## src/rtl/fifo_pkg.sv

```systemverilog
// Shared dual-clock FIFO definitions: default sizes, overflow state
// encoding and Gray/binary pointer conversions used by both domains.
package fifo_pkg;

    localparam int FIFO_ADDRSIZE = 5;
    localparam int FIFO_DATASIZE = 8;

    typedef enum logic {
        OVF_OK  = 1'b0,
        OVF_ERR = 1'b1
    } ovf_state_e;

    // Width-agnostic: callers zero-extend and cast the result back.
    function automatic logic [31:0] bin2gray(input logic [31:0] b);
        return b ^ (b >> 1);
    endfunction

    function automatic logic [31:0] gray2bin(input logic [31:0] g);
        logic [31:0] b;
        b[31] = g[31];
        for (int i = 30; i >= 0; i--) begin
            b[i] = b[i+1] ^ g[i];
        end
        return b;
    endfunction

endpackage

```

## src/rtl/wptr_full_ctrl_if.sv

```systemverilog
// Producer/fifomem side bundle of the write-pointer controller.
// wafull exists only when WPTR_AFULL_EN is defined.
interface wptr_full_ctrl_if
    import fifo_pkg::*;
#(
    parameter int ADDRSIZE = FIFO_ADDRSIZE
);

    logic                winc;
    logic                wovf_clr;
    logic                wclken;
    logic [ADDRSIZE-1:0] waddr;
    logic                wfull;
    logic [ADDRSIZE:0]   wfill;
    logic                wovf;
`ifdef WPTR_AFULL_EN
    logic                wafull;
`endif

    modport master (
`ifdef WPTR_AFULL_EN
        input  wafull,
`endif
        output winc,
        output wovf_clr,
        input  wclken,
        input  waddr,
        input  wfull,
        input  wfill,
        input  wovf
    );

    modport slave (
`ifdef WPTR_AFULL_EN
        output wafull,
`endif
        input  winc,
        input  wovf_clr,
        output wclken,
        output waddr,
        output wfull,
        output wfill,
        output wovf
    );

endinterface

```

## src/rtl/sync_2ff.sv

```systemverilog
// Two-flop synchroniser for a Gray-coded pointer crossing clock domains.
module sync_2ff #(
    parameter int WIDTH = 1
) (
    input  logic             clk,
    input  logic             rst,
    input  logic [WIDTH-1:0] d,
    output logic [WIDTH-1:0] q
);

    logic [WIDTH-1:0] q1_q, q1_d;
    logic [WIDTH-1:0] q2_q, q2_d;

    always_comb begin
        q1_d = d;
        q2_d = q1_q;
    end

    always_ff @(posedge clk) begin
        if (rst) begin
            q1_q <= '0;
            q2_q <= '0;
        end else begin
            q1_q <= q1_d;
            q2_q <= q2_d;
        end
    end

    assign q = q2_q;

endmodule

```

## src/rtl/wptr_full_ctrl.sv

```systemverilog
// Write-side pointer, full, fill-level and overflow control of the async FIFO.
// Define WPTR_AFULL_EN to add the registered almost-full output wafull.
module wptr_full_ctrl
    import fifo_pkg::*;
#(
    parameter int ADDRSIZE = FIFO_ADDRSIZE
`ifdef WPTR_AFULL_EN
    , parameter int AFULL_LEVEL = 28
`endif
) (
    input  logic              wclk,
    input  logic              wrst,
    input  logic [ADDRSIZE:0] rptr_gray,
    output logic [ADDRSIZE:0] wptr,
    wptr_full_ctrl_if.slave   bus
);

    localparam int PW = ADDRSIZE + 1;

    logic [PW-1:0] wbin_q, wbin_d;
    logic [PW-1:0] wptr_q, wptr_d;
    logic [PW-1:0] wfill_q, wfill_d;
    logic          wfull_q, wfull_d;
    ovf_state_e    ovf_q, ovf_d;

    logic [PW-1:0] wq2_rptr;
    logic [PW-1:0] rbin_sync;
    logic [PW-1:0] full_ptr;
    logic          winc_ok;

    sync_2ff #(
        .WIDTH(PW)
    ) u_rptr_sync (
        .clk(wclk),
        .rst(wrst),
        .d  (rptr_gray),
        .q  (wq2_rptr)
    );

    always_comb begin
        winc_ok   = bus.winc & ~wfull_q;
        wbin_d    = wbin_q + PW'(winc_ok);
        wptr_d    = PW'(bin2gray(32'(wbin_d)));
        rbin_sync = PW'(gray2bin(32'(wq2_rptr)));
        // Full: next write pointer is one lap ahead of the read pointer.
        full_ptr  = {~wq2_rptr[ADDRSIZE:ADDRSIZE-1],
                     wq2_rptr[ADDRSIZE-2:0]};
        wfull_d   = (wptr_d == full_ptr);
        wfill_d   = wbin_d - rbin_sync;
    end

    // A refused write outranks a clear in the same cycle.
    always_comb begin
        ovf_d = ovf_q;
        unique case (ovf_q)
            OVF_OK: begin
                if (bus.winc & wfull_q) ovf_d = OVF_ERR;
            end
            OVF_ERR: begin
                if (!(bus.winc & wfull_q) && bus.wovf_clr) ovf_d = OVF_OK;
            end
            default: ovf_d = OVF_OK;
        endcase
    end

    always_ff @(posedge wclk) begin
        if (wrst) begin
            wbin_q  <= '0;
            wptr_q  <= '0;
            wfull_q <= 1'b0;
            wfill_q <= '0;
            ovf_q   <= OVF_OK;
        end else begin
            wbin_q  <= wbin_d;
            wptr_q  <= wptr_d;
            wfull_q <= wfull_d;
            wfill_q <= wfill_d;
            ovf_q   <= ovf_d;
        end
    end

`ifdef WPTR_AFULL_EN
    localparam logic [PW-1:0] AFL = PW'(AFULL_LEVEL);

    logic wafull_q, wafull_d;

    always_comb begin
        wafull_d = (wfill_d >= AFL);
    end

    always_ff @(posedge wclk) begin
        if (wrst) begin
            wafull_q <= 1'b0;
        end else begin
            wafull_q <= wafull_d;
        end
    end

    assign bus.wafull = wafull_q;
`endif

    assign bus.wclken = winc_ok;
    assign bus.waddr  = wbin_q[ADDRSIZE-1:0];
    assign bus.wfull  = wfull_q;
    assign bus.wfill  = wfill_q;
    assign bus.wovf   = (ovf_q == OVF_ERR);
    assign wptr       = wptr_q;

endmodule

```

## src/flat_wrapper.sv

```systemverilog
// flat-port wrapper written by rule: the top's interface ports become plain ports
module wptr_full_ctrl_flat import fifo_pkg::*;
#(
    parameter int ADDRSIZE = FIFO_ADDRSIZE

)
  (wclk, wrst, rptr_gray, wptr, bus_winc, bus_wovf_clr, bus_wclken, bus_waddr, bus_wfull, bus_wfill, bus_wovf);
  wptr_full_ctrl_if #(.ADDRSIZE(ADDRSIZE)) bus_i ();
  input  logic wclk;
  input  logic wrst;
  input  logic [ADDRSIZE:0] rptr_gray;
  output logic [ADDRSIZE:0] wptr;
  input wire logic [$bits(bus_i.winc)-1:0] bus_winc;
  input wire logic [$bits(bus_i.wovf_clr)-1:0] bus_wovf_clr;
  output wire logic [$bits(bus_i.wclken)-1:0] bus_wclken;
  output wire logic [$bits(bus_i.waddr)-1:0] bus_waddr;
  output wire logic [$bits(bus_i.wfull)-1:0] bus_wfull;
  output wire logic [$bits(bus_i.wfill)-1:0] bus_wfill;
  output wire logic [$bits(bus_i.wovf)-1:0] bus_wovf;
  assign bus_i.winc = bus_winc;
  assign bus_i.wovf_clr = bus_wovf_clr;
  assign bus_wclken = bus_i.wclken;
  assign bus_waddr = bus_i.waddr;
  assign bus_wfull = bus_i.wfull;
  assign bus_wfill = bus_i.wfill;
  assign bus_wovf = bus_i.wovf;
  wptr_full_ctrl #(.ADDRSIZE(ADDRSIZE)) u_core (.wclk(wclk), .wrst(wrst), .rptr_gray(rptr_gray), .wptr(wptr), .bus(bus_i));
endmodule
```

## config.mk

```make
export PLATFORM = sky130hd
export DESIGN_NAME = wptr_full_ctrl_flat
export DESIGN_NICKNAME = d
export VERILOG_FILES = /design/src/rtl/fifo_pkg.sv /design/src/rtl/wptr_full_ctrl_if.sv /design/src/rtl/sync_2ff.sv /design/src/rtl/wptr_full_ctrl.sv /design/src/flat_wrapper.sv
export SDC_FILE = /design/constraint.sdc
export NUM_CORES = 1
export LEC_CHECK = 0
export ABC_AREA = 0
export BUFFER_PORTS_ARGS = -buffer_cell sky130_fd_sc_hd__buf_2
export CAP_MARGIN = 40
export CORE_UTILIZATION = 40
export CTS_CLUSTER_DIAMETER = 40
export DETAILED_ROUTE_END_ITERATION = 6
export SLEW_MARGIN = 20
export SYNTH_ARGS = -nofsm -noshare
export SYNTH_HDL_FRONTEND = slang
export SYNTH_SLANG_ARGS = --single-unit
```

## constraint.sdc

```tcl
create_clock -name wclk -period 4.61 [get_ports wclk]
set_input_delay 0.461 -clock wclk [delete_from_list [all_inputs] [get_ports wclk]]
set_output_delay 0.461 -clock wclk [all_outputs]
set_load 0.005 [all_outputs]
```

==> flow_summary_export.csv, run 1 <==
group,metric,value,unit
status,status,"finished clean",
yosys,synth-edff-count,0,
sta,setup_ws,1780,ps
die,start_util,42.3,%
cts,cts_inserted_buffers,5,
placement,dp_hpwl,1.68,mm
sta,finalSetupTns,0,ps
grt,gr-usage-met2,19.2,%
sta,worstMarginPinSlew,634,ps
grt,grt_pass1_wl,3.56,mm
die,coreArea,3360,um2
power,p_total,0.588,mW
sta,slew_violations,0,
cts,clk_pin_slew_worst_paths,90,ps
cts,cts_sinks,31,
sta,skew,8.56,ps
die,die_y,61.6,um
yosys,ys_warn_count,0,
drt,wire_per_inst,10.0,um
yosys,yosysSeqAreaShare,43.7,%
sta,rsz0062_at_grt,"false",
grt,grtUsageMet1,17.2,%
cells_and_area,layout.cells.non_filler,222,
drt,postRouteAntennaNets,0,
sta,period_share,61.3,%
cells_and_area,synthToLayoutAreaGrowth,17.7,%
die,rows,21,
setup_path,endpoint_kind,"flip-flop",
cells_and_area,diodes,0,
grt,met3_usage,6.93,%
grt,antenna_found_initial,0,
grt,gr-total-overflow,0,
yosys,synthesis.area,1420,um2
drt,drc,0,
grt,gr-usage-all-layers,13.7,%
grt,grt_pass1_vias,811,
cts,post_cts_buffers,0,
flow_run,drv_cap,0,
setup_path,critPathKind,"flip-flop to flip-flop",
setup_path,arrival,3050,ps
cts,clkLatencyLatePin,330,ps
sta,post-route-min-period,2830,ps
power,power_density,352,nW/um2
drt,dr.pass1.iters,4,
grt,busiest_layer,"met2",
grt,grt_max_degree,33,
yosys,async_flop_share,0,%
yosys,ys.flop_type,"dfxtp_1",
sta,setup_viol,0,
drt,dr.first_iter.drc_count,46,
power,leakage,0.788,nW
yosys,synth.distinct_cells,29,
die,ios,30,
sta,final_hold_viol_count,0,
placement,dpl_worst_slack,1600,ps
yosys,synth-seq-cells,31,
drt,drt-total-wl,2.22,mm
cts,htree_levels,2,
placement,dpl-instance-area,1600,um2
cells_and_area,design_area,1670,um2
drt,dr_total_vias,981,
setup_path,crit_fanout,5,
sta,maxSlewHeadroom,57.4,%
placement,port_buffers,29,
yosys,synth_area_per_cell,9.87,um2
cts,hold_buffers,0,
cts,clockBufferDepth,2,
cts,clock-root-buffer,"clkbuf_4",
cts,cts_tree,"yes",
die,die-area,3800,um2
hold_path,hp-class,"input port to flip-flop",
cells_and_area,nets,193,
drt,vias_per_cell,4.42,
setup_path,required,4830,ps
placement,gp_congestion,0.759,
cells_and_area,layout-drive-gt1-share,23.3,%
yosys,synth_fp_nets,162,
setup_path,start_kind,"flip-flop",
cts,post_cts_resize_count,0,
die,dieWidth,61.6,um
yosys,synthCells,144,
power,vdd.ir_drop.worst,0.201,mV
sta,max_freq,0.354,GHz
placement,dp_cells,214,
critical path: stages, from the launching register on:
cell,delay (ps)
dfxtp_1,420
xor3_2,510
xnor2_1,270
xor2_1,300
xnor2_1,100
ha_1,210
fa_1,400
o21bai_1,150
a21oi_1,90
mux2_2,270
stage by stage:
step / hold WS, ps / utilization [%]
4_1_cts: 322 / 49.7
2_1_floorplan: 414 / -
3_5_place_dp: 420 / 47.7
6_report: 337 / 49.7
5_1_grt: 319 / 49.7
3_3_place_gp: 418 / 47.7
cell usage after synthesis (2+ instances only):
cell type / n / area share, %
dfxtp_1: 31 / 44
nor2_1: 19 / 5.0
nor2b_1: 14 / 6.2
xnor2_1: 13 / 8.0
inv_1: 8 / 2.1
ha_1: 7 / 6.2
xor2_1: 7 / 4.3
nand2_1: 6 / 1.6
a21oi_1: 5 / 1.8
nand3_1: 5 / 1.8
clkbuf_1: 4 / 1.1
nor3_1: 3 / 1.1
nand2b_1: 2 / 0.88
o21ai_0: 2 / 0.70
o21bai_1: 2 / 1.1
or3_1: 2 / 0.88
xnor3_1: 2 / 3.2
worst paths after layout:
| kind | from | endpoint | slack (ps) | cells after the start |
|---|---|---|---|---|
| max | u_core.u_rptr_sync.q[5]$_SDFF_PP0_ | u_core.bus.wfill[4]$_SDFF_PP0_ | 1780 | 9 |
| min reg2reg | u_core.u_rptr_sync.q1_q[5]$_SDFF_PP0_ | u_core.u_rptr_sync.q[5]$_SDFF_PP0_ | 440 | 1 |
| max reg2reg | u_core.u_rptr_sync.q[5]$_SDFF_PP0_ | u_core.bus.wfill[4]$_SDFF_PP0_ | 1780 | 9 |
| min | rptr_gray[2] | u_core.u_rptr_sync.q1_q[2]$_SDFF_PP0_ | 340 | 2 |
layout make-up:
cell class | count | area [um2]
sequential | 31 | 621
clock buffer | 8 | 68.8
tap | 46 | 57.6
multi-input combinational | 100 | 751
timing repair buffer | 29 | 145
fill | 346 | 1690
inverter | 8 | 30.0
report_power, final:
part | switching [mW] | internal [mW]
clock | 0.0864 | 0.0896
sequential | 0.00832 | 0.290
combinational | 0.0546 | 0.0595
total | 0.149 | 0.439
cells by family after synthesis:
kind of cell             synth area share [%]
flip-flops                               43.7
AO/OA/AOI/OAI                            5.46
AND/OR/NAND/NOR                          19.1
XOR/XNOR                                 19.2
adder cells (fa/ha/maj)                  7.57
buffers and inverters                    3.52
multiplexers                             1.50
cell usage in the layout (no fill, tap or decap), drive strengths merged:
| cell type | n |
|---|---|
| o2111a | 1 |
| fa | 1 |
| xor3 | 2 |
| mux2 | 1 |
| dfxtp | 31 |
| a21oi | 5 |
| nor3 | 3 |
| ha | 7 |
| buf | 29 |
| or3 | 2 |
| nand2b | 2 |
| xnor2 | 13 |
| o21bai | 2 |
| a21o | 1 |
| inv | 8 |
| nand2 | 6 |
| xor2 | 7 |
| xnor3 | 2 |
| nor2 | 19 |
| nor2b | 14 |
| and3 | 1 |
| nand3 | 5 |
| mux2i | 1 |
| clkbuf | 8 |
| and2 | 1 |
| o21ai | 2 |
| a21boi | 1 |
| nor3b | 1 |
sequential cells by signal, indices dropped and copies added (netlist names):
register                 cells
u_core.u_rptr_sync.q1_q      6
u_core.wbin_q                5
u_core.u_rptr_sync.q         6
u_core.bus.wovf              1
u_core.bus.wfull             1
u_core.wptr                  6
u_core.bus.wfill             6
routing by layer:
| metal | vias up | share of wire, % |
|---|---|---|
| met2 | 22 | 46 |
| met5 | - | 0 |
| met3 | 7 | 5.4 |
| li1 | 522 | - |
| met4 | 0 | 2.0 |
| met1 | 430 | 46 |
Note: power is estimated with default switching activity, not from simulation.
==> run 2: changes to the inputs <==
==> constraint.sdc (replaced) <==
create_clock -name wclk -period 2.3 [get_ports wclk]
set_input_delay 0.23 -clock wclk [delete_from_list [all_inputs] [get_ports wclk]]
set_output_delay 0.23 -clock wclk [all_outputs]
set_load 0.005 [all_outputs]
==> flow_summary_export.csv, run 2 (synthesized netlist as in run 1, its figures left out) <==
group,metric,value,unit
die,dieWidth,61.6,um
drt,vias_per_cell,4.45,
power,leakage,0.846,nW
drt,drt-total-wl,2.43,mm
grt,grt_pass1_vias,956,
sta,skew,2.97,ps
sta,period_share,106,%
setup_path,crit_fanout,2,
setup_path,required,2510,ps
power,power_density,639,nW/um2
die,die-area,3800,um2
drt,wire_per_inst,10.3,um
cts,hold_buffers,0,
power,vdd.ir_drop.worst,0.335,mV
drt,dr_total_vias,1045,
setup_path,r2r_cells,9,
sta,maxSlewHeadroom,63.4,%
sta,finalSetupTns,-194,ps
status,violations,"negative setup slack",
cts,clk_pin_slew_worst_paths,90,ps
hold_path,whs_path_depth,2,
die,coreArea,3360,um2
flow_run,drv_cap,0,
die,ios,30,
setup_path,crit_path_start,"u_core.u_rptr_sync.q[3]$_SDFF_PP0_",
die,die_y,61.6,um
setup_path,arrival,2640,ps
sta,setup_viol,2,
setup_path,reg2reg_from,"u_core.u_rptr_sync.q[3]$_SDFF_PP0_",
drt,postRouteAntennaNets,0,
cells_and_area,diodes,0,
grt,grt_pass1_wl,4.13,mm
cts,clock-root-buffer,"clkbuf_4",
cells_and_area,design_area,1820,um2
placement,port_buffers,29,
cells_and_area,layout-drive-gt1-share,35.4,%
cts,cts_inserted_buffers,5,
die,start_util,42.3,%
cts,cts_tree,"yes",
grt,gr-total-overflow,0,
cells_and_area,synthToLayoutAreaGrowth,28.1,%
sta,setup_ws,-132,ps
cts,clkLatencyLatePin,310,ps
placement,gp_congestion,0.775,
sta,slew_violations,0,
cells_and_area,nets,206,
placement,dp_hpwl,1.81,mm
status,status,"complete, but fails checks",
setup_path,critPathKind,"flip-flop to flip-flop",
sta,post-route-min-period,2430,ps
sta,rsz0062_at_grt,"true",
hold_path,min_from,"rptr_gray[3]",
cells_and_area,final_cell_mix,"29 x buf_2, 29 x dfxtp_1, 19 x nor2_1",
grt,antenna_found_initial,0,
drt,dr.pass1.iters,4,
cts,htree_levels,2,
hold_path,hp-class,"input port to flip-flop",
drt,drc,0,
sta,hold_slack,117,ps
setup_path,start_kind,"flip-flop",
grt,gr-usage-all-layers,15.6,%
setup_path,endpoint_kind,"flip-flop",
sta,final_hold_viol_count,0,
power,p_total,1.16,mW
sta,worstMarginPinSlew,549,ps
sta,max_freq,0.411,GHz
grt,grt_max_degree,33,
cts,clockBufferDepth,2,
placement,dpl-instance-area,1740,um2
die,rows,21,
cts,cts_sinks,31,
drt,dr.first_iter.drc_count,41,
## run 2: path summary, 6_finish.rpt
path / endpoint / slack (ps)
setup / recovery: u_core.bus.wfill[4]$_SDFF_PP0_ / -130
hold / removal: u_core.u_rptr_sync.q1_q[3]$_SDFF_PP0_ / 120
setup reg to reg: u_core.bus.wfill[4]$_SDFF_PP0_ / -130
hold reg to reg: u_core.u_rptr_sync.q[2]$_SDFF_PP0_ / 440
## run 2: critical path, cell delays in order, from the launching register on
cell	delay, ps
dfxtp_2	330
xor3_2	480
xnor2_4	160
xor2_2	200
xnor2_1	140
ha_2	180
fa_2	340
o21bai_1	140
a21oi_1	90
mux2_2	270
## run 2: stage by stage
step | instances | setup WS, ps | utilization, %
floorplan | 144 | -129 | -
global placement | 226 | -123 | 51.7
detailed placement | 226 | -197 | 51.7
CTS | 235 | -192 | 53.4
global route | 235 | -276 | 54.1
finish | 235 | -132 | 54.1
## run 2: report_power, final
part           internal, mW  switching, mW
combinational         0.154          0.127
sequential            0.581         0.0153
clock                 0.119          0.168
## run 2: what timing repair did
action / in CTS / in global routing
resized for setup: 1 / 4
pin swaps: 4 / 2
hold endpoints to repair: 0 / 0
endpoints found under the setup margin: 2 / 5
buffers inserted: 1 / 0
## run 2: layer usage
metal	track usage (%)	share of wire, %	up-vias
met5	0	0	-
met4	7.62	0.95	0
met3	6.30	3.2	2
met2	24.3	50	21
met1	18.7	46	471
li1	-	-	551
## run 2: layout make-up
class                   instances  area (um2)
flip-flops and latches         31         623
clock buffers                   7        45.0
inverters                       8        30.0
clock inverters                 1        5.00
multi-input cells             100         817
fillers                       335        1540
repair buffers                 42         243
well taps                      46        57.6
